File: src/rtl/pending_encoder_if.sv
// Offer handshake between the pending encoder (master) and the event consumer (slave).
interface pending_encoder_if #(
  parameter int N = 4
);
  localparam int W = $clog2(N);

  logic         out_valid;
  logic [W-1:0] out_idx;
  logic         out_ready;

  modport master (output out_valid, output out_idx, input out_ready);
  modport slave  (input out_valid, input out_idx, output out_ready);
endinterface

File: src/rtl/pending_encoder.sv
// Registered N-to-log2(N) request encoder: sticky pending capture, one index offered per
// valid/ready handshake, fixed (highest wins) or round-robin priority.
module pending_encoder #(
  parameter int N  = 4,
  parameter int RR = 0,
  localparam int W = $clog2(N)
) (
  input  logic                clk,
  input  logic                rst_n,
  input  logic [N-1:0]        req_in,
  input  logic                clr,
  pending_encoder_if.master   bus,
  output logic [N-1:0]        pending,
  output logic                overflow
);

  logic         valid_q;
  logic [W-1:0] idx_q;
  logic [W-1:0] ptr;
  logic         accept;
  logic         load;
  logic [N-1:0] src;
  logic [W-1:0] base_ptr;
  logic [W-1:0] sel;
  logic         found;
  int           cand;

  assign bus.out_valid = valid_q;
  assign bus.out_idx   = idx_q;

  assign accept = valid_q & bus.out_ready;
  assign load   = ~valid_q | accept;
  assign src    = pending | req_in;

  // The round-robin search starts after the index being retired this cycle, so the
  // pointer update and the next selection take effect on the same edge.
  assign base_ptr = accept ? idx_q : ptr;

  always_comb begin
    sel   = '0;
    found = 1'b0;
    cand  = 0;
    if (RR != 0) begin
      for (int k = 0; k < N; k++) begin
        cand = int'(base_ptr) + 1 + k;
        if (cand >= N) cand = cand - N;
        if (!found && src[W'(cand)]) begin
          found = 1'b1;
          sel   = W'(cand);
        end
      end
    end else begin
      for (int i = 0; i < N; i++) begin
        if (src[i]) begin
          found = 1'b1;
          sel   = W'(i);
        end
      end
    end
  end

  always_ff @(posedge clk or negedge rst_n) begin
    if (!rst_n) begin
      pending  <= '0;
      valid_q  <= 1'b0;
      idx_q    <= '0;
      overflow <= 1'b0;
      ptr      <= W'(N - 1);
    end else if (clr) begin
      pending  <= '0;
      valid_q  <= 1'b0;
      overflow <= 1'b0;
    end else begin
      overflow <= |(req_in & pending);
      if (accept && (RR != 0)) ptr <= idx_q;
      if (load) begin
        if (found) begin
          valid_q <= 1'b1;
          idx_q   <= sel;
          pending <= src & ~({{(N-1){1'b0}}, 1'b1} << sel);
        end else begin
          valid_q <= 1'b0;
          pending <= src;
        end
      end else begin
        pending <= src;
      end
    end
  end

endmodule

File: src/flat_wrapper.sv
// flat-port wrapper written by rule: the top's interface ports become plain ports
module pending_encoder_flat 
#(
  parameter int N  = 4,
  parameter int RR = 0,
  localparam int W = $clog2(N)
)
  (clk, rst_n, req_in, clr, pending, overflow, bus_out_valid, bus_out_idx, bus_out_ready);
  pending_encoder_if #(.N(N)) bus_i ();
  input  logic clk;
  input  logic rst_n;
  input  logic [N-1:0] req_in;
  input  logic clr;
  output logic [N-1:0] pending;
  output logic overflow;
  output wire logic [$bits(bus_i.out_valid)-1:0] bus_out_valid;
  output wire logic [$bits(bus_i.out_idx)-1:0] bus_out_idx;
  input wire logic [$bits(bus_i.out_ready)-1:0] bus_out_ready;
  assign bus_out_valid = bus_i.out_valid;
  assign bus_out_idx = bus_i.out_idx;
  assign bus_i.out_ready = bus_out_ready;
  pending_encoder #(.N(N), .RR(RR)) u_core (.clk(clk), .rst_n(rst_n), .req_in(req_in), .clr(clr), .bus(bus_i), .pending(pending), .overflow(overflow));
endmodule
File: config.mk
export PLATFORM = sky130hd
export DESIGN_NAME = pending_encoder_flat
export DESIGN_NICKNAME = d
export VERILOG_FILES = /design/src/rtl/pending_encoder_if.sv /design/src/rtl/pending_encoder.sv /design/src/flat_wrapper.sv
export SDC_FILE = /design/constraint.sdc
export NUM_CORES = 1
export LEC_CHECK = 0
export ABC_CLOCK_PERIOD_IN_PS = 1900
export CAP_MARGIN = 20
export CORE_AREA = 2 2 39 41
export CTS_CLUSTER_SIZE = 10
export DETAILED_ROUTE_END_ITERATION = 8
export DIE_AREA = 0 0 41 43
export HOLD_SLACK_MARGIN = 0.12
export MAX_ROUTING_LAYER = met4
export PLACE_DENSITY = 0.62
export RECOVER_POWER = 100
export SLEW_MARGIN = 30
export SYNTH_ARGS = -nofsm -noshare
export SYNTH_HDL_FRONTEND = slang
export SYNTH_SLANG_ARGS = --single-unit
export TNS_END_PERCENT = 10
File: constraint.sdc
create_clock -name clk -period 1.9 [get_ports clk]
set_input_delay 0.38 -clock clk [delete_from_list [all_inputs] [get_ports clk]]
set_output_delay 0.38 -clock clk [all_outputs]
set_load 0.01 [all_outputs]
==> summary.txt <==
Logic synthesis
  • Post-synth top area cell: dfrtp_1
  • Flip-flop and latch count after synthesis: 8
  • Post-synth top area share: 0.525
  • Post-Syn Area per Cell: approximately 12 µm²
  • Multiplexer fraction of the synthesized cell area: 0.0393
  • Largest family of logic cells by synthesized area: simple AND/OR/NAND/NOR gates
  • Yosys warning count: 0
  • Area fraction in compound gates after synthesis: 0.197
  • Number of different library cells in the post-synthesis netlist: 14
  • Gate Count Post-Synth: 31
  • Post-synthesis sequential area ratio: 0.525
  • Share of synthesized cell area in and, or, nand and nor gates: 0.230
  • Biggest area contributors in the synthesized netlist: dfrtp_1, nor4_4, o31ai_1, a211oi_1, a22oi_1
  • Net Count, Synth: 39
  • Synth Area in XOR/XNOR: 0
  • Adder-cell area share of the yosys netlist: 0
  • Post-synthesis cell area: ~380 µm²

Floorplan
  • Initial core utilization: 0.276
  • Count of boundary I/O pins: 16
  • Floorplan Core Area: ~0.0014 mm²
  • Floorplan die height: approximately 43 µm
  • Die ar.: around 0.0018 mm²
  • Die outline width: about 41 µm
  • # rows: 14

Clock network
  • Number of buffers inserted by hold repair at cts: 0
  • Bufs on Longest Clock Path: 2
  • Root Buffer: clkbuf_4
  • Clock net sink count: 8
  • CTS HTree Levels: 1
  • TritonCTS clock tree: done
  • CTS clock-pin slew for the worst setup and hold paths: 60 ps
  • Num CTS Buffers: 3
  • Setup bufs post-CTS: 0
  • Clock latency on the worst-skew pair: around 250 ps
  • Post-cts resize count: 0

Critical path
  • Family with the most delay on the worst path: buffers and inverters
  • Buffering stage count on the worst path with inverters included: 1
  • Crit path largest cell delay: approximately 640 ps
  • Maximum net fanout on the critical path: 5
  • List of cells traversed by the critical path: dlygate4sd3_1
  • Slowest CP cell: dlygate4sd3_1
  • Critical path data required time: between 1500 and 2000 ps
  • Setup crit start kind: flip-flop
  • Critical path arrival: roughly 1300 ps
  • Crit path capture type: primary output
  • Category of the critical setup timing path: flip-flop to primary output

STA
  • Hold slack: about 480 ps
  • Final max-slew violation count: 0
  • RSZ-0062 raised after global routing: no
  • Period utilisation layout: 0.904
  • Worst path setup slack after routing: about 180 ps
  • Total setup violations reported at the end of the flow: 0
  • Number of endpoints with negative hold slack in the final report: 0
  • Total Negative Setup Slacks: 0 ps
  • Maximum clock skew at final layout: between 1 and 1.5 ps
  • Worst-Margin Slew: between 300 and 400 ps
  • Fmax: approximately 580 MHz
  • Slew Limit Headroom: 0.745
  • Period minus WS final: between 1500 and 2000 ps

Layout
  • P&R area growth vs syn: 51.1%
  • Number of nets at the end of the flow: 60
  • Layout cells sized above 1: 0.160
  • # diodes: 0

Pwr
  • Maximum ir drop on the vdd rail: between 0.0002 and 0.0003 V
  • Net Switching: ~0.12 mW
  • Switching power share of the total: 0.271
  • P_leak: ~0.24 nW
  • Combinational group share of total power: 0.216
  • Clock network fraction of total power: 0.319
  • Cell area power density: approximately 740 mW/mm²
  • Cell Int Power: around 0.31 mW
  • Part of the total power dissipated in sequential elements: 0.465

Drt
  • Via/cell ratio: approximately 4.9
  • Violation count after the first detailed-route iteration: 14
  • DRC violation count after routing: 0
  • M1 WL: around 380 µm
  • Routed length per placed instance: 12.6 µm
  • Number of search-and-repair iterations in the first detailed-routing pass: 4
  • Met2 WL post-DR: ~380 µm
  • Met3 routed WL: approximately 66 µm
  • Final WL: slightly above 800 µm
  • Count of nets left with antenna violations after detail routing: 0
  • Total number of vias: ~320
  • Max layer used: met3

Global route
  • Residual overflow from global routing: 0
  • Wire length of the first global-routing pass: 1.38 mm
  • Vias in the first global route: about 330
  • Maximum number of pins on one net before global-route repair: 9
  • Global router's overall resource usage: 0.127
  • Initial antenna violation count: 0

Outcome
  • Status: complete, no violations

Place
  • Count of buffers inserted at the top-level ports: 15
  • Placement-stage worst setup slack: 118 ps
  • Final HPWL DP: approximately 640 µm
  • Final weighted congestion in routability-driven placement: around 0.67

Hold path
  • Worst hold path class: input pin to asynchronous set/reset pin

Run
  • Max-cap check violation count: 0
[power groups by stage]
stage,clock network [mW],logic [mW],registers (mW)
6_report,0.136,0.0919,0.197
5_1_grt,0.150,0.101,0.200
4_1_cts,0.143,0.102,0.199
3_5_place_dp,0,0.102,0.201
3_3_place_gp,0,0.101,0.201
2_1_floorplan,0,0.0339,0.208
[worst paths after layout]
kind	from	to	depth (start not counted)	slack [ps]
max	u_core.pending[2]	pending[2]	1	180
min in group clk	u_core.bus.out_idx[1]	u_core.bus.out_idx[1]	2	510
max in group asynchronous	rst_n	u_core.pending[2]	1	1150
min reg2reg	u_core.bus.out_idx[1]	u_core.bus.out_idx[1]	2	510
max reg2reg	u_core.pending[2]	u_core.bus.out_idx[0]	3	550
min	rst_n	u_core.bus.out_idx[0]	1	480
[cells in the mapped netlist]
master,number
a211oi_2,1
nand2b_1,1
a211oi_1,2
o31ai_1,3
nor2_1,4
and2_2,1
nor3_1,2
nor2b_1,1
nor4_4,2
clkbuf_1,1
mux2_4,1
a22oi_1,2
a21oi_1,2
dfrtp_1,8
[layout by cell type (no fill, tap or decap), drive strengths merged]
cell	synthesis	layout
nor2b	1	1
nand2b	1	1
buf	0	1
nor4	2	2
a22oi	2	2
dfrtp	8	8
nor3	2	2
a21oi	2	2
mux2	1	1
o31ai	3	3
clkdlybuf4s50	0	4
a211oi	3	3
nor2	4	4
clkbuf	1	4
dlygate4sd3	0	11
and2	1	1
[logic make-up (layout without fill, tap and decap cells)]
logic type,after synthesis,after routing
compound gates,10,10
mux,1,1
flops,8,8
buf+inv,1,20
simple gates,11,11
[layer usage]
layer  track usage  vias to the layer above
li1              -                      156
met1         0.162                      155
met2         0.153                       11
met3        0.0471                        0
met4         0.100                        0
met5             -                        -
[per-stage QoR]
| step | total power [mW] | utilization | instances | instance area, µm² |
|---|---|---|---|---|
| final | 0.425 | 0.417 | 66 | 577 |
| after global routing | 0.451 | 0.417 | 66 | 577 |
| after CTS | 0.444 | 0.423 | 66 | 586 |
| after detailed placement | 0.303 | 0.407 | 63 | 563 |
| after global placement | 0.302 | 0.407 | 63 | 563 |
| after floorplan | 0.242 | - | 31 | 382 |
[area by class of cell]
| type | instances | area [µm²] |
|---|---|---|
| fill | 156 | 807 |
| tap | 16 | 20.0 |
| timing repair buffer | 17 | 161 |
| sequential | 8 | 200 |
| clock buffer | 3 | 22.5 |
| multi-input combinational | 22 | 173 |
[state kept, by name (all words and copies together) (netlist names)]
signal                cells
u_core.pending            4
u_core.bus.out_idx        2
u_core.overflow           1
u_core.bus.out_valid      1
(Power assumes the default switching activity.)
